`src/rtl/apb_requester_arbiter_if.sv`:
```
// Bundles the requester-side and APB-side signals of the requester arbiter.
// master = arbiter view, slave = requesters plus completer view.
interface apb_requester_arbiter_if #(
  parameter int DATA_WIDTH = 32,
  parameter int ADDR_WIDTH = 10,
  parameter int NUM_REQ    = 4
);
  localparam int IDW = $clog2(NUM_REQ);
  localparam int BPW = DATA_WIDTH / 8;

  logic [NUM_REQ-1:0]            req_valid;
  logic [NUM_REQ*ADDR_WIDTH-1:0] req_addr;
  logic [NUM_REQ-1:0]            req_write;
  logic [NUM_REQ*DATA_WIDTH-1:0] req_wdata;
  logic [NUM_REQ*BPW-1:0]        req_strb;
  logic [NUM_REQ*3-1:0]          req_prot;
  logic [NUM_REQ-1:0]            req_ready;
  logic [NUM_REQ-1:0]            rsp_valid;
  logic [DATA_WIDTH-1:0]         rsp_rdata;
  logic                          rsp_error;
  logic [IDW-1:0]                grant_id;

  logic [ADDR_WIDTH-1:0]         paddr;
  logic [2:0]                    pprot;
  logic                          pwrite;
  logic [DATA_WIDTH-1:0]         pwdata;
  logic [BPW-1:0]                pstrb;
  logic                          psel;
  logic                          penable;
  logic                          pready;
  logic [DATA_WIDTH-1:0]         prdata;
  logic                          pslverr;

  modport master (
    input  req_valid, req_addr, req_write, req_wdata, req_strb, req_prot,
    input  pready, prdata, pslverr,
    output req_ready, rsp_valid, rsp_rdata, rsp_error, grant_id,
    output paddr, pprot, pwrite, pwdata, pstrb, psel, penable
  );

  modport slave (
    output req_valid, req_addr, req_write, req_wdata, req_strb, req_prot,
    output pready, prdata, pslverr,
    input  req_ready, rsp_valid, rsp_rdata, rsp_error, grant_id,
    input  paddr, pprot, pwrite, pwdata, pstrb, psel, penable
  );
endinterface

```
`src/rtl/apb_requester_arbiter.sv`:
```
// Round-robin arbiter funnelling NUM_REQ requesters onto one APB completer.
// state  | meaning
// IDLE   | no transfer; samples req_valid unless a completion pulse is out
// SETUP  | psel high, penable low, req_ready pulse to the winner
// ACCESS | psel/penable high, waiting for pready
module apb_requester_arbiter #(
  parameter int DATA_WIDTH = 32,
  parameter int ADDR_WIDTH = 10,
  parameter int NUM_REQ    = 4
) (
  input  logic                    pclk,
  input  logic                    preset,
  apb_requester_arbiter_if.master bus
);
  localparam int IDW = $clog2(NUM_REQ);
  localparam int BPW = DATA_WIDTH / 8;

  typedef enum logic [1:0] {IDLE, SETUP, ACCESS} state_e;

  state_e                state_q;
  logic [NUM_REQ-1:0]    req_ready_q;
  logic [NUM_REQ-1:0]    rsp_valid_q;
  logic [DATA_WIDTH-1:0] rsp_rdata_q;
  logic                  rsp_error_q;
  logic [IDW-1:0]        grant_id_q;
  logic [IDW-1:0]        last_grant_q;
  logic [ADDR_WIDTH-1:0] paddr_q;
  logic [2:0]            pprot_q;
  logic                  pwrite_q;
  logic [DATA_WIDTH-1:0] pwdata_q;
  logic [BPW-1:0]        pstrb_q;
  logic                  psel_q;
  logic                  penable_q;

  logic [IDW-1:0]        win_id_d;
  logic [ADDR_WIDTH-1:0] win_addr_d;
  logic [2:0]            win_prot_d;
  logic                  win_write_d;
  logic [DATA_WIDTH-1:0] win_wdata_d;
  logic [BPW-1:0]        win_strb_d;

  // Walk from farthest to nearest offset so the nearest valid requester wins.
  always_comb begin
    win_id_d = last_grant_q;
    for (int k = NUM_REQ; k >= 1; k--) begin
      if (bus.req_valid[(int'(last_grant_q) + k) % NUM_REQ]) begin
        win_id_d = IDW'((int'(last_grant_q) + k) % NUM_REQ);
      end
    end
  end

  always_comb begin
    win_addr_d  = bus.req_addr[int'(win_id_d)*ADDR_WIDTH +: ADDR_WIDTH];
    win_prot_d  = bus.req_prot[int'(win_id_d)*3 +: 3];
    win_write_d = bus.req_write[win_id_d];
    win_wdata_d = bus.req_wdata[int'(win_id_d)*DATA_WIDTH +: DATA_WIDTH];
    win_strb_d  = bus.req_strb[int'(win_id_d)*BPW +: BPW];
  end

  always_ff @(posedge pclk) begin
    if (preset) begin
      state_q      <= IDLE;
      req_ready_q  <= '0;
      rsp_valid_q  <= '0;
      rsp_rdata_q  <= '0;
      rsp_error_q  <= 1'b0;
      grant_id_q   <= '0;
      last_grant_q <= IDW'(NUM_REQ - 1);
      paddr_q      <= '0;
      pprot_q      <= '0;
      pwrite_q     <= 1'b0;
      pwdata_q     <= '0;
      pstrb_q      <= '0;
      psel_q       <= 1'b0;
      penable_q    <= 1'b0;
    end else begin
      req_ready_q <= '0;
      rsp_valid_q <= '0;
      case (state_q)
        IDLE: begin
          // The completion cycle is part of the finished transfer, not a sampling slot.
          if ((|bus.req_valid) && (rsp_valid_q == '0)) begin
            state_q      <= SETUP;
            grant_id_q   <= win_id_d;
            last_grant_q <= win_id_d;
            req_ready_q  <= NUM_REQ'(1) << win_id_d;
            paddr_q      <= win_addr_d;
            pprot_q      <= win_prot_d;
            pwrite_q     <= win_write_d;
            pwdata_q     <= win_wdata_d;
            pstrb_q      <= win_strb_d;
            psel_q       <= 1'b1;
            penable_q    <= 1'b0;
          end
        end
        SETUP: begin
          state_q   <= ACCESS;
          penable_q <= 1'b1;
        end
        ACCESS: begin
          if (bus.pready) begin
            state_q     <= IDLE;
            psel_q      <= 1'b0;
            penable_q   <= 1'b0;
            rsp_valid_q <= NUM_REQ'(1) << grant_id_q;
            rsp_error_q <= bus.pslverr;
            rsp_rdata_q <= pwrite_q ? '0 : bus.prdata;
          end
        end
        default: state_q <= IDLE;
      endcase
    end
  end

  assign bus.req_ready = req_ready_q;
  assign bus.rsp_valid = rsp_valid_q;
  assign bus.rsp_rdata = rsp_rdata_q;
  assign bus.rsp_error = rsp_error_q;
  assign bus.grant_id  = grant_id_q;
  assign bus.paddr     = paddr_q;
  assign bus.pprot     = pprot_q;
  assign bus.pwrite    = pwrite_q;
  assign bus.pwdata    = pwdata_q;
  assign bus.pstrb     = pstrb_q;
  assign bus.psel      = psel_q;
  assign bus.penable   = penable_q;
endmodule

```
`src/flat_wrapper.sv`:
```
// flat-port wrapper written by rule: the top's interface ports become plain ports
module apb_requester_arbiter_flat 
#(
  parameter int DATA_WIDTH = 32,
  parameter int ADDR_WIDTH = 10,
  parameter int NUM_REQ    = 4
)
  (pclk, preset, bus_req_valid, bus_req_addr, bus_req_write, bus_req_wdata, bus_req_strb, bus_req_prot, bus_pready, bus_prdata, bus_pslverr, bus_req_ready, bus_rsp_valid, bus_rsp_rdata, bus_rsp_error, bus_grant_id, bus_paddr, bus_pprot, bus_pwrite, bus_pwdata, bus_pstrb, bus_psel, bus_penable);
  apb_requester_arbiter_if #(.DATA_WIDTH(DATA_WIDTH), .ADDR_WIDTH(ADDR_WIDTH), .NUM_REQ(NUM_REQ)) bus_i ();
  input  logic pclk;
  input  logic preset;
  input wire logic [$bits(bus_i.req_valid)-1:0] bus_req_valid;
  input wire logic [$bits(bus_i.req_addr)-1:0] bus_req_addr;
  input wire logic [$bits(bus_i.req_write)-1:0] bus_req_write;
  input wire logic [$bits(bus_i.req_wdata)-1:0] bus_req_wdata;
  input wire logic [$bits(bus_i.req_strb)-1:0] bus_req_strb;
  input wire logic [$bits(bus_i.req_prot)-1:0] bus_req_prot;
  input wire logic [$bits(bus_i.pready)-1:0] bus_pready;
  input wire logic [$bits(bus_i.prdata)-1:0] bus_prdata;
  input wire logic [$bits(bus_i.pslverr)-1:0] bus_pslverr;
  output wire logic [$bits(bus_i.req_ready)-1:0] bus_req_ready;
  output wire logic [$bits(bus_i.rsp_valid)-1:0] bus_rsp_valid;
  output wire logic [$bits(bus_i.rsp_rdata)-1:0] bus_rsp_rdata;
  output wire logic [$bits(bus_i.rsp_error)-1:0] bus_rsp_error;
  output wire logic [$bits(bus_i.grant_id)-1:0] bus_grant_id;
  output wire logic [$bits(bus_i.paddr)-1:0] bus_paddr;
  output wire logic [$bits(bus_i.pprot)-1:0] bus_pprot;
  output wire logic [$bits(bus_i.pwrite)-1:0] bus_pwrite;
  output wire logic [$bits(bus_i.pwdata)-1:0] bus_pwdata;
  output wire logic [$bits(bus_i.pstrb)-1:0] bus_pstrb;
  output wire logic [$bits(bus_i.psel)-1:0] bus_psel;
  output wire logic [$bits(bus_i.penable)-1:0] bus_penable;
  assign bus_i.req_valid = bus_req_valid;
  assign bus_i.req_addr = bus_req_addr;
  assign bus_i.req_write = bus_req_write;
  assign bus_i.req_wdata = bus_req_wdata;
  assign bus_i.req_strb = bus_req_strb;
  assign bus_i.req_prot = bus_req_prot;
  assign bus_i.pready = bus_pready;
  assign bus_i.prdata = bus_prdata;
  assign bus_i.pslverr = bus_pslverr;
  assign bus_req_ready = bus_i.req_ready;
  assign bus_rsp_valid = bus_i.rsp_valid;
  assign bus_rsp_rdata = bus_i.rsp_rdata;
  assign bus_rsp_error = bus_i.rsp_error;
  assign bus_grant_id = bus_i.grant_id;
  assign bus_paddr = bus_i.paddr;
  assign bus_pprot = bus_i.pprot;
  assign bus_pwrite = bus_i.pwrite;
  assign bus_pwdata = bus_i.pwdata;
  assign bus_pstrb = bus_i.pstrb;
  assign bus_psel = bus_i.psel;
  assign bus_penable = bus_i.penable;
  apb_requester_arbiter #(.DATA_WIDTH(DATA_WIDTH), .ADDR_WIDTH(ADDR_WIDTH), .NUM_REQ(NUM_REQ)) u_core (.pclk(pclk), .preset(preset), .bus(bus_i));
endmodule
```
`config.mk`:
```
export PLATFORM = sky130hd
export DESIGN_NAME = apb_requester_arbiter_flat
export DESIGN_NICKNAME = d
export VERILOG_FILES = /design/src/rtl/apb_requester_arbiter_if.sv /design/src/rtl/apb_requester_arbiter.sv /design/src/flat_wrapper.sv
export SDC_FILE = /design/constraint.sdc
export NUM_CORES = 1
export LEC_CHECK = 0
export ABC_CLOCK_PERIOD_IN_PS = 2000
export CORE_MARGIN = 4
export CORE_UTILIZATION = 30
export CTS_CLUSTER_SIZE = 8
export DETAILED_ROUTE_END_ITERATION = 10
export GPL_TIMING_DRIVEN = 0
export MAX_ROUTING_LAYER = met4
export PLACE_DENSITY_LB_ADDON = 0.08
export RECOVER_POWER = 50
export SLEW_MARGIN = 20
export SYNTH_ARGS = -nofsm -noshare
export SYNTH_HDL_FRONTEND = slang
export SYNTH_SLANG_ARGS = --single-unit
```
`constraint.sdc`:
```
create_clock -name pclk -period 2 [get_ports pclk]
set_input_delay 0.3 -clock pclk [delete_from_list [all_inputs] [get_ports pclk]]
set_output_delay 0.3 -clock pclk [all_outputs]
set_load 0.05 [all_outputs]
```
# Word-level counts from Yosys, hierarchy flattened
# Cells that the tools add are included.
# totals
register_bits	99
# op_classes
n_addsub	4
mul	2
n_lt_le_gt_ge	5
eq_ne	4
shifts	6
muxes	27
n_bitwise	8
reduce_logical	17
# ops
op	count
128-bit by 8-bit indexed part select with 32-bit output	1
40-bit by 32-bit indexed part select with 10-bit output	1
32-bit two-way mux	1
12-bit by 32-bit indexed part select with 3-bit output	1
3-bit by 4-bit less-than comparator with 1-bit output, second input constant	4
16-bit by 5-bit indexed part select with 4-bit output	1
1-bit two-way mux	12
2-bit two-way mux	6
1-bit binary-select mux with 2-bit select	5
2-bit OR reduction	4
1-bit by 2-bit left shift with 4-bit output, first input constant	2
2-bit one-hot mux with 3 select lines	1
2-bit AND reduction	3
3-bit AND reduction	2
3-bit OR reduction	2
2-bit by 3-bit multiplier with 5-bit output, second input constant	1
2-bit by 1-bit adder with 2-bit output, second input constant	2
2-bit adder, second input constant	2
1-bit AND, first input constant	4
4-bit logical NOT	1
2-bit by 2-bit multiplier with 4-bit output, second input constant	1
1-bit NOT	4
4-bit OR reduction	1
2-bit by 3-bit less-than comparator with 1-bit output, second input constant	1
other kinds (10)	10

# Logic depth before layout (Yosys ltp)
# Gate-level depths: netlist of the first run.
# logic_depth
depth_word	12
ltp_mapped	7
ltp_nobuf	5

# Worst setup path after synthesis of the first run
# Ideal clock, no wire load.
# synth_timing
path_type	flip-flop to flip-flop
start	register u_core.rsp_valid_q[1] (netlist: u_core.bus.rsp_valid[1])
end	register u_core.paddr_q[8] (netlist: u_core.bus.paddr[8])
setup_time_ns	0.083
arrival_time_ns	2.030
required_time_ns	1.917
setup_slack_ns	-0.112
path_stages_with_launch	8
path_buffers	2
period_less_slack_ns	2.112
path_cell_list	dfxtp_1 > or4_1 > nor4_4 > and2b_1 > buf_4 > o21ai_2 > buf_4 > o221ai_1
# synth_between
elab_chain_len	3
# synth_lines
item	line_no	source
start, declared	apb_requester_arbiter.sv:22	logic [NUM_REQ-1:0] rsp_valid_q;
start signal, assigned	apb_requester_arbiter.sv:105	rsp_valid_q <= NUM_REQ'(1) << grant_id_q;
4-bit logical NOT	apb_requester_arbiter.sv:82	if ((|bus.req_valid) && (rsp_valid_q == '0)) begin
1-bit logical AND	apb_requester_arbiter.sv:82	
2-bit AND reduction (no line)	-	
end signal, assigned	apb_requester_arbiter.sv:87	paddr_q <= win_addr_d;
end, declared	apb_requester_arbiter.sv:27	logic [ADDR_WIDTH-1:0] paddr_q;
# Every way passes these cells.
# A chain may end at the register's enable or synchronous reset.

# Worst setup path after layout of the first run
# layout_timing
start	input bus_req_valid[3]
end	register u_core.paddr_q[9] (netlist: u_core.bus.paddr[9])
# layout_between
elab_chain_len	9
# layout_lines
item	line_no	source
start, declared	flat_wrapper.sv:12	input wire logic [$bits(bus_i.req_valid)-1:0] bus_req_valid;
1-bit binary-select mux with 2-bit select	apb_requester_arbiter.sv:46	if (bus.req_valid[(int'(last_grant_q) + k) % NUM_REQ]) begin
1-bit two-way mux (not written as such) (2 in series)	apb_requester_arbiter.sv:46	
2-bit two-way mux (4 in series)	apb_requester_arbiter.sv:46	
2-bit by 3-bit multiplier with 5-bit output	apb_requester_arbiter.sv:53	win_addr_d = bus.req_addr[int'(win_id_d)*ADDR_WIDTH +: ADDR_WIDTH];
40-bit by 32-bit indexed part select with 10-bit output	apb_requester_arbiter.sv:53	
# Several ways; a longest one is shown, not always the timed one. The select of a mux whose other input is x is not followed.

==> flow_metrics.py, run 1 <==
metrics = {
    "floorplan": {
        "dieArea_mm2": 0.0167,
        "fp-row-count": 43,
        "start_util_pct": 31.2,
        "ios": 335,
        "die_h_um": 129,
        "core-area_mm2": 0.0141,
        "die_w_um": 129,
    },
    "cells_and_area": {
        "final_util_pct": 62.3,
        "synthToLayoutAreaGrowth_pct": 99.5,
        "final_cell_mix": "262 x clkdlybuf4s50_1, 96 x dfxtp_1, 93 x mux2i_1",
        "drive_above_1_share_pct": 14.7,
        "final_common_cell": "clkdlybuf4s50_1",
        "nets": 1010,
    },
    "synthesis": {
        "synth-seq-cells": 99,
        "synth.net_count": 652,
        "netlist_area_mm2": 0.00440,
        "yosys_warnings": 0,
        "avgSynthCellArea_um2": 10.7,
        "yosysSeqAreaShare_pct": 45.1,
        "synthCells": 412,
        "ys_types": 32,
    },
    "power": {
        "p_per_area_mw_per_mm2": 898,
        "p_comb_share_pct": 46.4,
        "pwr-share-seq_pct": 31.1,
        "vdd_drop_max_mv": 0.463,
        "p_sw_share_pct": 39.8,
        "p_int_uw": 4740,
        "p_switching_uw": 3140,
        "clockPowerShare_pct": 22.4,
        "leakagePower_uw": 0.00366,
    },
    "sta": {
        "setup_violations": 0,
        "worst_slack_ps": 40.9,
        "min_period_over_period_pct": 98.0,
        "worst_pin_slew_ps": 652,
        "rsz0062_at_grt": "false",
        "drv_slew": 0,
        "layout_min_cycle_time_ps": 1960,
        "max_clock_freq_mhz": 510,
        "fin_skew_ps": 7.38,
        "relSlewSlack_pct": 56.7,
        "finalHoldViolations": 0,
    },
    "routing": {
        "totalWireLength_um": 18400,
        "drtIter0Drc": 86,
        "vias": 4740,
        "first_pass_iters": 4,
        "drc": 0,
        "vias_per_cell": 4.96,
        "antenna_left": 0,
        "wl_per_cell_um": 19.2,
    },
    "global_routing": {
        "grt_overflow": 0,
        "antenna_found_initial": 1,
        "grt_max_degree": 21,
        "grt_usage_pct": 22.0,
        "grt_pass1_vias": 5094,
        "grt_pass1_wl_um": 27300,
    },
    "worst_setup_path": {
        "crit_top_cell": "o221ai_2",
        "crit_arrival_ps": 2190,
        "crit_fanout": 10,
        "crit_required_ps": 2230,
        "max_stage_delay_ps": 570,
        "worstSetupPathType": "input port to register",
        "slowest_stage": "clkdlybuf4s50_1",
        "cp-end-kind": "register",
        "critPathLaunchType": "input port",
        "path_cells": "clkdlybuf4s50_1 -> a22oi_1 -> o221ai_2 -> buf_6 -> buf_4 -> mux2i_1 -> o221ai_2",
    },
    "worst_hold_path": {
        "hold_class": "register to register",
    },
    "place": {
        "port_buffers": 334,
        "pre_cts_slack_ps": -736,
        "dp_hpwl_um": 14600,
        "finalWeightedCongestion": 0.819,
    },
    "clock_network": {
        "cts_root_buffer": "clkbuf_16",
        "cts_tree": "yes",
        "cts_made_buffers": 9,
        "clockBufferDepth": 2,
        "clk_latency_ps": 350,
        "clkSinkCount": 99,
        "clkTransAtPathRegs_ps": 70,
        "holdBufCountCts": 0,
        "htreeDepth": 3,
    },
    "outcome": {
        "status": "finished clean",
    },
    "run": {
        "drv_cap": 0,
    },
}
[path summary, 6_finish.rpt]
path                                from                  end  slack (ps)  cells after the start
setup / recovery        bus_req_valid[3]  u_core.bus.paddr[9]          40                      7
hold / removal           u_core.bus.psel      u_core.bus.psel         450                      1
setup reg to reg  u_core.last_grant_q[1]  u_core.bus.paddr[9]          80                      7
hold reg to reg          u_core.bus.psel      u_core.bus.psel         450                      1
[area by class of cell]
class / count / area (um^2)
antenna: 1 / 2.50
buffer: 34 / 288
clock buffer: 9 / 225
clock inverter: 7 / 76.3
fill: 1206 / 5320
inverter: 3 / 11.3
multi-input combinational: 277 / 2480
sequential: 99 / 1990
tap: 180 / 225
timing repair buffer: 346 / 3480
[logic make-up after synthesis]
kind of cell,share of synthesized area (%)
compound gates,19.9
buf+inv,3.73
flops,45.1
mux,23.0
simple gates,8.39
[worst max-delay path, delay by kind of cell]
family                 cells  cell delay [ps]
muxes                      1              330
buffers and inverters      3             1020
AOI/OAI and AO/OA          3              530
[flip-flops by register name, summed over array words and instances (netlist names), 2 cells and up]
name,flops
u_core.bus.paddr,10
u_core.bus.pprot,3
u_core.bus.grant_id,2
u_core.state_q,2
u_core.bus.rsp_rdata,32
u_core.last_grant_q,2
u_core.bus.pwdata,32
u_core.bus.rsp_valid,4
u_core.bus.req_ready,4
u_core.bus.pstrb,4
[power groups by stage]
stage / Clock (uW) / Sequential, uW / Combinational [uW]
2_1_floorplan: 0 / 3480 / 1020
3_3_place_gp: 0 / 2480 / 3380
3_5_place_dp: 0 / 2500 / 3400
4_1_cts: 1820 / 2460 / 3710
5_1_grt: 1890 / 2490 / 3850
6_report: 1770 / 2450 / 3660
[synthesized netlist by cell type, drive strengths merged]
cell    count  area (um^2)
a211oi      1         7.51
a21boi      1         7.51
a21o        1         7.51
a21oi       2         10.0
a22o       34          298
a22oi       1         7.51
and2b       1         7.51
and3        1         6.26
and3b       1         8.76
buf        16         85.1
clkbuf     18         67.6
dfxtp      99         1980
inv         3         11.3
mux2i     101         1010
nand2      54          205
nand3       1         5.00
nand3b      1         7.51
nor2       12         45.0
nor2b       2         12.5
nor3        3         15.0
nor3b       2         15.0
nor4        2         27.5
o21ai       2         13.8
o221ai     51          522
or2         1         6.26
or4         1         7.51
[metal layers]
layer,GRT usage (%),wire length (um)
met5,-,0
met4,6.05,348
met3,8.08,1530
met2,38.4,9670
met1,23.5,6810
[stage by stage]
stage                     cell area, um^2  setup TNS (ps)  total power [uW]  hold WS, ps  std cells
after floorplan                      4410               0              4500          372        412
after global placement               7970          -41140              5860          432        926
after detailed placement             7970          -42470              5900          441        926
after CTS                            8700            -606              7980          459        955
after global routing                 8780               0              8230          487        956
final                                8780               0              7880          450        956
[timing repair]
item                       4_1_cts  5_1_grt
buffers inserted                 7        0
setup endpoints to repair       57       85
pin swaps                       16        1
resized for setup               72       36
cloned                           6        0
No activity file was read; power rests on OpenSTA's default activity.
==> run 2: changes to the inputs <==
--- a/config.mk
+++ b/config.mk
@@ -5,6 +5,7 @@
 export SDC_FILE = /design/constraint.sdc
 export NUM_CORES = 1
 export LEC_CHECK = 0
+export ABC_AREA = 1
 export ABC_CLOCK_PERIOD_IN_PS = 2000
 export CORE_MARGIN = 4
 export CORE_UTILIZATION = 30
==> flow_metrics.py, run 2 <==
metrics = {
    "floorplan": {
        "fp-row-count": 48,
        "start_util_pct": 31.0,
        "dieArea_mm2": 0.0204,
        "die_w_um": 143,
        "ios": 335,
        "die_h_um": 143,
        "core-area_mm2": 0.0175,
    },
    "worst_setup_path": {
        "path_cells": "buf_8 -> clkinv_8 -> nand2_1 -> nand2_2 -> nand2_1 -> nand2_2 -> nand2_4 -> nand2_8 -> nand2_8 -> nand2_8 -> buf_12 -> buf_12 -> nand2_1 -> nand3_1 -> nand3_1 -> nand2_1",
        "crit_top_cell": "nand2_1",
        "critPathLaunchType": "register",
        "crit_required_ps": 2260,
        "worstSetupPathType": "register to register",
        "crit_fanout": 10,
        "max_stage_delay_ps": 340,
        "crit_arrival_ps": 2190,
        "cp-end-kind": "register",
        "slowest_stage": "dfxtp_2",
    },
    "power": {
        "finalPower_uw": 17400,
        "p_per_area_mw_per_mm2": 1790,
        "leakagePower_uw": 0.00447,
        "vdd_drop_max_mv": 0.835,
    },
    "routing": {
        "first_pass_iters": 5,
        "totalWireLength_um": 23600,
        "drtIter0Drc": 370,
        "drc": 0,
        "wl_per_cell_um": 16.1,
        "antenna_left": 0,
        "vias": 6839,
        "vias_per_cell": 4.64,
    },
    "sta": {
        "max_clock_freq_mhz": 519,
        "relSlewSlack_pct": 61.2,
        "setup_tns_ps": 0,
        "rsz0062_at_grt": "true",
        "drv_slew": 0,
        "fin_skew_ps": 9.22,
        "worst_hold_slack_ps": 451,
        "finalHoldViolations": 0,
        "setup_violations": 0,
        "min_period_over_period_pct": 96.4,
        "worst_pin_slew_ps": 580,
        "layout_min_cycle_time_ps": 1930,
    },
    "outcome": {
        "status": "finished clean",
    },
    "clock_network": {
        "htreeDepth": 3,
        "clockBufferDepth": 2,
        "cts_tree": "yes",
        "cts_root_buffer": "clkbuf_16",
        "clkTransAtPathRegs_ps": 80,
        "clkSinkCount": 99,
        "cts_made_buffers": 9,
        "clk_latency_ps": 360,
    },
    "synthesis": {
        "netlist_area_mm2": 0.00544,
        "ys_types": 22,
        "yosysMostFrequentCell": "nand2_1",
        "synth-seq-cells": 99,
        "synth_edf_count": 0,
        "avgSynthCellArea_um2": 6.11,
        "synthTopCellsByArea": "dfxtp_1 36%, nand3_1 22%, nand2_1 21%",
        "ys.flop_type": "dfxtp_1",
        "synth_commonest_cells": "306 x nand2_1, 236 x nand3_1, 99 x dfxtp_1",
        "yosys_warnings": 0,
        "yosys.area.top_type_share_pct": 36.4,
        "synth_top_area_cell": "dfxtp_1",
        "synthCells": 891,
        "synthArstFlopShare_pct": 0,
        "synth.net_count": 1131,
        "yosysSeqAreaShare_pct": 36.4,
    },
    "cells_and_area": {
        "final_util_pct": 55.4,
        "drive_above_1_share_pct": 7.95,
        "synthToLayoutAreaGrowth_pct": 78.5,
        "final_cell_mix": "333 x clkdlybuf4s50_1, 293 x nand2_1, 234 x nand3_1",
        "final_common_cell": "clkdlybuf4s50_1",
        "nets": 1481,
    },
    "place": {
        "port_buffers": 333,
        "dp_hpwl_um": 18300,
        "finalWeightedCongestion": 0.871,
    },
    "worst_hold_path": {
        "hold_class": "register to register",
    },
    "global_routing": {
        "grt_max_degree": 21,
        "grt_pass1_wl_um": 35500,
        "antenna_found_initial": 2,
        "grt_pass1_vias": 6560,
        "grt_overflow": 0,
        "grt_usage_pct": 22.9,
    },
    "run": {
        "drv_cap": 0,
    },
}
run 2: cell count changes in the layout (fill, tap and decap cells not counted), sizes merged, moves of 51 or more:
cell,delta
inv,+89
dlygate4sd3,-71
nand2,+258
o221ai,-51
clkdlybuf4s50,+71
nand3,+237
mux2i,-101
run 2: repair_timing:
item / 4_1_cts / 5_1_grt
gates resized for setup: 15 / 66
cloned: 0 / 1
pin swaps: 0 / 11
setup buffers: 0 / 6
hold buffers: 0 / 0
setup endpoints to repair: 40 / 58
run 2: cells by family (layout without fill, tap and decap cells):
family                 after synthesis  in the layout  share of synthesized area [%]
AOI/OAI and AO/OA                   39             39                           3.66
buffers and inverters              155            510                           12.4
DFF                                 99             99                           36.4
other                                0              2                              0
and+or+nand+nor                    598            598                           47.5
run 2: metal layers:
| metal | global-route usage [%] | vias up | routed length [um] |
|---|---|---|---|
| li1 | - | 3533 | - |
| met1 | 27.3 | 3046 | 9930 |
| met2 | 37.3 | 234 | 11100 |
| met3 | 7.13 | 26 | 2120 |
| met4 | 6.50 | 0 | 452 |
| met5 | - | - | 0 |
run 2: path summary, 6_finish.rpt:
| check | slack, ps | cells after the start | startpoint | to |
|---|---|---|---|---|
| setup / recovery | 70 | 16 | u_core.last_grant_q[0] | u_core.bus.pstrb[2] |
| hold / removal | 450 | 2 | u_core.bus.pwdata[30] | u_core.bus.pwdata[30] |
| setup reg to reg | 70 | 16 | u_core.last_grant_q[0] | u_core.bus.pstrb[2] |
| hold reg to reg | 450 | 2 | u_core.bus.pwdata[30] | u_core.bus.pwdata[30] |
run 2: through the flow:
step	cells	setup WS, ps	area [um^2]
4_1_cts	1465	-2.96	9420
6_report	1473	71.4	9710
5_1_grt	1473	-32.4	9710
3_3_place_gp	1449	-704	9050
3_5_place_dp	1449	-710	9050
2_1_floorplan	891	201	5440
run 2: power breakdown:
group	leakage [uW]	internal, uW	switching (uW)
Sequential	0.000811	2600	336
Clock	0.000160	1020	944
Combinational	0.00350	4620	7900
run 2: worst max-delay path: cells and delay by family (launching register included):
family / cells / cell delay, ps
and+or+nand+nor: 12 / 980
DFF: 1 / 340
buffers and inverters: 4 / 500
run 2: area by class of cell:
type / instances / area (um^2)
diodes: 2 / 5.00
plain buffers: 57 / 399
clock buffers: 9 / 225
clock inverters: 7 / 108
fillers: 1782 / 7820
inverters: 97 / 382
multi-input cells: 637 / 2930
flip-flops and latches: 99 / 1980
well taps: 225 / 282
repair buffers: 340 / 3400
==> run 3: changes to the inputs <==
--- a/config.mk
+++ b/config.mk
@@ -9,7 +9,7 @@
 export ABC_CLOCK_PERIOD_IN_PS = 2000
 export CORE_MARGIN = 4
 export CORE_UTILIZATION = 30
-export CTS_CLUSTER_SIZE = 8
+export CTS_BUF_LIST = sky130_fd_sc_hd__clkbuf_2
 export DETAILED_ROUTE_END_ITERATION = 10
 export GPL_TIMING_DRIVEN = 0
 export MAX_ROUTING_LAYER = met4
==> flow_metrics.py, run 3 (synthesis gave the netlist of run 2 again) <==
metrics = {
    "sta": {
        "finalHoldViolations": 0,
        "setup_violations": 0,
        "relSlewSlack_pct": 63.2,
        "max_clock_freq_mhz": 516,
        "min_period_over_period_pct": 96.8,
        "layout_min_cycle_time_ps": 1940,
        "drv_slew": 0,
        "fin_skew_ps": 43.9,
        "worst_pin_slew_ps": 553,
    },
    "power": {
        "finalPower_uw": 16200,
        "leakagePower_uw": 0.00459,
        "vdd_drop_max_mv": 0.767,
        "p_per_area_mw_per_mm2": 1730,
    },
    "cells_and_area": {
        "n_fill_cell": 1854,
        "nets": 1483,
        "drive_above_1_share_pct": 10.5,
        "final_common_cell": "nand2_1",
        "final_cell_mix": "290 x nand2_1, 238 x clkdlybuf4s50_1, 230 x nand3_1",
        "stdcell_count": 1476,
        "synthToLayoutAreaGrowth_pct": 72.6,
    },
    "clock_network": {
        "clkTransAtPathRegs_ps": 370,
        "clk_latency_ps": 650,
        "htreeDepth": 3,
        "cts_tree": "yes",
        "clockBufferDepth": 2,
        "clkSinkCount": 99,
        "cts_root_buffer": "clkbuf_2",
        "cts_made_buffers": 9,
    },
    "routing": {
        "drtIter0Drc": 335,
        "totalWireLength_um": 23500,
        "antenna_left": 0,
        "first_pass_iters": 4,
        "vias": 6810,
        "drc": 0,
        "vias_per_cell": 4.61,
        "wl_per_cell_um": 15.9,
    },
    "worst_setup_path": {
        "crit_arrival_ps": 2510,
        "regToRegEndpoint": "u_core.bus.pwdata[26]",
        "critPathLaunchType": "register",
        "path_cells": "buf_12 -> clkinv_8 -> nand2_1 -> nand2_1 -> nand2_1 -> nand2_2 -> nand2_4 -> nand2_8 -> nand2_8 -> nand2_8 -> buf_12 -> buf_6 -> nand2_1 -> nand3_1 -> nand3_1 -> nand2_1",
        "r2r_start": "u_core.last_grant_q[0]",
        "crit_top_cell": "nand2_1",
        "crit_fanout": 10,
        "reg2reg_depth": 16,
        "r2r_slack_ps": 60,
        "path_buf_inv": 4,
        "slowest_stage": "dfxtp_2",
        "cp-end-kind": "register",
        "path_delay_family": "simple AND/OR/NAND/NOR gates",
        "max_stage_delay_ps": 430,
        "crit_required_ps": 2570,
        "worstSetupPathType": "register to register",
    },
    "place": {
        "port_buffers": 333,
        "finalWeightedCongestion": 0.871,
        "dpl.cell_count": 1449,
        "dp_hpwl_um": 18300,
    },
    "floorplan": {
        "start_util_pct": 31.0,
        "dieArea_mm2": 0.0204,
        "ios": 335,
        "die_w_um": 143,
        "core-area_mm2": 0.0175,
        "die_h_um": 143,
        "fp-row-count": 48,
    },
    "outcome": {
        "status": "finished clean",
    },
    "global_routing": {
        "grt_pass1_wl_um": 35400,
        "grt_max_degree": 21,
        "grt_usage_pct": 22.8,
        "grt_pass1_vias": 6527,
        "antenna_found_initial": 3,
        "grt_overflow": 0,
    },
    "worst_hold_path": {
        "holdPathEnd": "u_core.bus.rsp_error",
        "hold_depth": 3,
        "worstHoldStart": "bus_pslverr",
        "hold_class": "input port to register",
    },
    "run": {
        "drv_cap": 0,
    },
}
[run 3: repair_timing]
item	in CTS	in global routing
pin swaps	1	15
hold buffers	0	0
resized for setup	119	148
buffers inserted	0	8
setup endpoints to repair	144	119
[run 3: worst max path at each step]
stage                                        from                     to  slack (ps)  cells after the start
final                      u_core.last_grant_q[0]  u_core.bus.pwdata[26]          60                     16
after global routing       u_core.last_grant_q[0]   u_core.bus.pwdata[8]         -30                     17
after CTS                      u_core.bus.penable            bus_penable           4                      1
after detailed placement         bus_req_valid[1]  u_core.bus.pwdata[10]        -710                     10
after global placement           bus_req_valid[0]  u_core.bus.pwdata[10]        -700                     10
after floorplan           u_core.bus.rsp_valid[3]    u_core.bus.paddr[9]         200                      8
[run 3: per-layer routing]
metal | vias up | track usage [%] | wire [um]
met5 | - | - | 0
li1 | 3540 | - | -
met4 | 0 | 5.75 | 331
met3 | 17 | 7.07 | 2180
met2 | 227 | 37.4 | 11300
met1 | 3026 | 27.3 | 9770
[run 3: cell type report]
| class | instances | area, um^2 | area share, % |
|---|---|---|---|
| Antenna cell | 3 | 7.51 | 0.0800 |
| Buffer | 58 | 393 | 4.18 |
| Clock buffer | 9 | 45.0 | 0.480 |
| Clock inverter | 7 | 108 | 1.15 |
| Inverter | 97 | 382 | 4.06 |
| Multi-Input combinational cell | 637 | 2950 | 31.4 |
| Sequential cell | 99 | 1980 | 21.1 |
| Tap cell | 225 | 282 | 3.00 |
| Timing Repair Buffer | 341 | 3240 | 34.5 |
[run 3: power by group]
part	internal [uW]	switching [uW]
logic	4200	7870
clock network	341	862
registers	2600	324
[run 3: worst min-delay path, cell delays in order]
cell,delay (ps)
clkdlybuf4s50_1,400
inv_1,50
o21ai_0,70
[run 3: stage by stage]
stage               utilization, %  setup slack, ps  hold slack (ps)  setup TNS (ps)  area [um^2]
floorplan                        -              201              449               0         5440
global placement              51.6             -704              436          -26070         9050
detailed placement            51.6             -710              438          -26670         9050
CTS                           52.1             3.89             91.8               0         9140
global route                  53.5            -30.5             51.8            -364         9390
finish                        53.5             63.4              150               0         9390
==> edit 1: new RTL, config.mk and constraints of run 2 <==
`ADDR_WIDTH` is set to 10 in 3 places; all go to 8.
--- a/src/rtl/apb_requester_arbiter_if.sv
+++ b/src/rtl/apb_requester_arbiter_if.sv
@@ -4,3 +4,3 @@
   parameter int DATA_WIDTH = 32,
-  parameter int ADDR_WIDTH = 10,
+  parameter int ADDR_WIDTH = 8,
   parameter int NUM_REQ    = 4
--- a/src/rtl/apb_requester_arbiter.sv
+++ b/src/rtl/apb_requester_arbiter.sv
@@ -7,3 +7,3 @@
   parameter int DATA_WIDTH = 32,
-  parameter int ADDR_WIDTH = 10,
+  parameter int ADDR_WIDTH = 8,
   parameter int NUM_REQ    = 4
--- a/src/flat_wrapper.sv
+++ b/src/flat_wrapper.sv
@@ -4,3 +4,3 @@
   parameter int DATA_WIDTH = 32,
-  parameter int ADDR_WIDTH = 10,
+  parameter int ADDR_WIDTH = 8,
   parameter int NUM_REQ    = 4
Ports: changed (resized bus_paddr and bus_req_addr); port bits go from 335 to 325. The function was not compared with the original's and may differ.
==> edit 1 against run 2 <==
Synthesized cell count down 2.8%. Cell area is 0.35% higher. Routed wire length down 4.6%. Sequential cell count down 2. Total power rose by 2.0%. Worst setup slack better by 0.0017 ns. Synthesized area fell by 1.3%. Sequential power fell by 3%. Critical endpoint is now u_core.bus.pwdata[25]$_SDFFE_PP0P_.
==> edit 1: results (changes against run 2) <==
status: complete, no violations
drt initial violations: 341 (-7.8%)
multi-input gate area in the final layout: 2848 µm² (-2.7%)
clock tree cell share of total cell area: 3.068% (-0.36 points)
multi-input gates: 581 (-8.8%)
Pleak: 4.443 nW (-0.70%)
Area after DPL: 8895 µm² (-1.8%)
M2 GR Usage: 35.72% (-1.6 points)
fin nets: 1443 (-2.6%)
Max VDD drop: 0.9244 mV (+11%)
vias per cell: 4.645 (about the same)
Seq/Total Area, Yosys: 36.16% (-0.27 points)
switch share: 51.90% (-0.77 points)
TritonRoute pass-1 iters: 4 (-1)
RD Place Congestion: 0.8479 (-2.7%)
Place WS: -0.5611 ns (+0.1494 ns)
vias after detailed routing: 6694 (-2.1%)
Finished Cell Area: 9747 µm² (+0.35%)
Total Wirelength: 22570 µm (-4.6%)
buffer share of cell area: 39.85% (+0.70 points)
Synth area leaders: dfxtp_1 36%, nand3_1 23%, nand2_1 17%
met3 Usage GRT: 5.325% (-1.8 points)
filler instances: 1755 (-1.5%)
share of cells above drive strength 1: 11.18% (+3.2 points)
Least-Margin Pin Slew: 0.5646 ns (-0.01538 ns)
DP HPWL: 17180 µm (-5.9%)
Tot GR Track Use: 21.53% (-1.3 points)
met2 wire length: 10960 µm (-1.6%)
Seq/total area: 19.95% (-0.48 points)
met1 wire length: 9513 µm (-4.2%)
die width: 141.8 µm (-0.61%)
largest net degree at the start of global routing: 20 (-4.8%)
GR Util met1: 26.58% (-0.68 points)
Antenna diodes: 0 (-2)
edit 1: power by group through the flow:
stage / registers, mW / clock network [mW] / logic [mW]
3_5_place_dp: 2.87 / 0 / 11.2
5_1_grt: 2.94 / 1.87 / 14.3
6_report: 2.85 / 1.75 / 13.2
3_3_place_gp: 2.86 / 0 / 11.1
2_1_floorplan: 4.85 / 0 / 5.64
4_1_cts: 2.84 / 1.79 / 11.3
edit 1: kinds of logic after synthesis:
group / Yosys count / share of synthesized area, %
compound gates: 41 / 4.683
buf+inv: 189 / 14.86
flops: 97 / 36.16
simple gates: 539 / 44.29
edit 1: path summary, 6_finish.rpt:
kind	startpoint	end	slack, ns	cells after the start
min	u_core.bus.pstrb[0]$_SDFFE_PP0P_	u_core.bus.pstrb[0]$_SDFFE_PP0P_	0.45	2
max	u_core.last_grant_q[0]$_SDFFE_PP1P_	u_core.bus.pwdata[25]$_SDFFE_PP0P_	0.07	16
max reg2reg	u_core.last_grant_q[0]$_SDFFE_PP1P_	u_core.bus.pwdata[25]$_SDFFE_PP0P_	0.07	16
min reg2reg	u_core.bus.pstrb[0]$_SDFFE_PP0P_	u_core.bus.pstrb[0]$_SDFFE_PP0P_	0.45	2
edit 1: critical path: stages, from the launching register on:
cell	delay [ns]
dfxtp_2	0.33
buf_8	0.13
clkinv_8	0.07
nand2_4	0.05
nand2_2	0.06
nand2_2	0.07
nand2_2	0.06
inv_2	0.07
nand2_4	0.07
nand3_4	0.21
nand2_8	0.13
buf_12	0.17
buf_8	0.13
nand2_1	0.06
nand3_2	0.07
nand3_1	0.09
nand2_1	0.05
edit 1: repair_timing:
item / CTS / global route
buffers inserted: 0 / 6
setup endpoints to repair: 32 / 82
gates resized for setup: 5 / 145
gates cloned: 0 / 5
pin swaps: 0 / 26
==> edit 2: new RTL, flow settings as in run 2 <==
Without the edit above. Reset style: asynchronous (`preset`), changed in one clocked block.
--- a/src/rtl/apb_requester_arbiter.sv
+++ b/src/rtl/apb_requester_arbiter.sv
@@ -59,3 +59,3 @@
 
-  always_ff @(posedge pclk) begin
+  always_ff @(posedge pclk or posedge preset) begin
     if (preset) begin
Function: differs if preset is asserted again (counterexample within 4 cycles, from zero or initial values and one cycle with preset high); with preset held inactive, the same outputs for 4 cycles.
==> edit 2 against run 2 <==
The flow now finishes with violations (negative setup slack). Synthesized area rose by 17%. Largest power group unchanged. Sequential cell count did not move. Cell area rose by 18%. Maximum frequency fell by 9.7%. Routed wire length rose by 14%. Sequential share of layout area rose by 1.2 points. Core utilization rose by 0.44 points. Total power rose by 41%. First-iteration DRC count fell by 13%. Non-clock buffer count rose by 40. Synthesized cell count rose by 12%. Worst setup slack got worse by 0.21 ns. Via count rose by 12%.
==> edit 2: results (changes against run 2) <==
status: finished with violations
failing checks: negative setup slack
WP data arrival: 2.42 ns (+0.23 ns)
Distinct cells, synth: 21 (-4.5%)
vias after detailed routing: 7671 (+12%)
drt initial violations: 323 (-13%)
Antenna diodes: 0 (-2)
M2 GR Usage: 36.22% (-1.1 points)
final setup vio count: 50 (+50)
CP max FO: 7 (-3)
vias in the first global route: 7508 (+14%)
largest net degree at the start of global routing: 33 (+57%)
Non-Filler Instances: 1652 (+12%)
Setup TNS: -4.131 ns (-4.131 ns)
Most used DFF post-synth: dfrtp_1
TritonRoute pass-1 iters: 4 (-1)
Pleak: 5.878 nW (+31%)
Max VDD drop: 0.8299 mV (-0.55%)
Crit-path slowest cell: dfstp_2
R2R depth: 18 (+2)
Area after DPL: 10100 µm² (+12%)
Placed Instances: 1605 (+11%)
Post-synth top cells: 449 x nand2_1, 193 x nand3_1, 111 x inv_1
Total Wirelength: 26880 µm (+14%)
clk_skew: 0.01544 ns (+0.006225 ns)
worst hold slack: 0.4609 ns (+0.009931 ns)
met3 Usage GRT: 4.581% (-2.6 points)
first-pass GRT wire length: 40630 µm (+14%)
met2 wire length: 13150 µm (+18%)
met3 wire len: 1802 µm (-15%)
crit-path max cell delay: 0.58 ns (+0.24 ns)
Place WS: -0.4292 ns (+0.2813 ns)
Tot GR Track Use: 22.02% (-0.84 points)
initial antenna violation count: 0 (-2)
GR Util met1: 28.11% (+0.86 points)
Worst Hold Class: in -> async
FFs w/ async S/R, synth: 100.0% (+100 points)
port buffer count: 334 (+0.30%)
Least-Margin Pin Slew: 0.8179 ns (+0.2379 ns)
met1 wire length: 11530 µm (+16%)
Avg Inst Size Synth: 6.369 µm² (+4.3%)
post-layout worst setup margin: -0.1362 ns (-0.2076 ns)
DP HPWL: 19590 µm (+7.2%)
Syn Nets: 1238 (+9.5%)
Seq/Total Area, Yosys: 39.02% (+2.6 points)
share of cells above drive strength 1: 14.40% (+6.5 points)
RD Place Congestion: 0.8877 (+1.9%)
Synth area leaders: dfrtp_1 38%, nand2_1 27%, nand3_1 15%
==> edit 2: cell count changes after synthesis, sizes merged, moves of 2 or more <==
cell    change
buf        +16
a21oi       +2
nor2       -35
dfstp       +2
dfrtp      +97
clkbuf      -5
inv        +21
dfxtp      -99
nand2     +141
nand3      -35
==> edit 2: power breakdown <==
| group | leakage (nW) | internal, mW | switching [mW] |
|---|---|---|---|
| registers | 1.25 | 2.99 | 0.509 |
| logic | 4.48 | 7.67 | 11.6 |
| clock network | 0.152 | 1.01 | 0.884 |
==> edit 2: final cells by class <==
class,count,area [µm²]
multi-input combinational,712,3415
fill,2044,9081
clock inverter,7,91.34
sequential,99,2480
clock buffer,9,225.2
inverter,118,456.7
buffer,69,614.3
timing repair buffer,368,3859
tap,270,337.8
==> edit 2: cell families after synthesis <==
group,count (synthesis),synth area share [%]
simple gates,671,44.78
buf+inv,187,12.91
flops,99,39.02
compound gates,41,3.287
==> edit 2: what timing repair did <==
action / in CTS / in global routing
gates resized for setup: 103 / 75
gates cloned: 6 / 8
setup buffers: 11 / 6
pin swaps: 20 / 38
setup endpoints to repair: 58 / 58
==> edit 2: worst paths after layout <==
kind,end,from
max in group asynchronous,u_core.last_grant_q[0]$_DFFE_PP1P_,preset
min reg2reg,u_core.bus.pwdata[30]$_DFFE_PP0P_,u_core.bus.pwdata[30]$_DFFE_PP0P_
max,u_core.bus.pstrb[2]$_DFFE_PP0P_,u_core.last_grant_q[0]$_DFFE_PP1P_
max reg2reg,u_core.bus.pstrb[2]$_DFFE_PP0P_,u_core.last_grant_q[0]$_DFFE_PP1P_
min in group pclk,u_core.bus.pwdata[30]$_DFFE_PP0P_,u_core.bus.pwdata[30]$_DFFE_PP0P_
min,u_core.bus.rsp_rdata[18]$_DFFE_PP0P_,preset
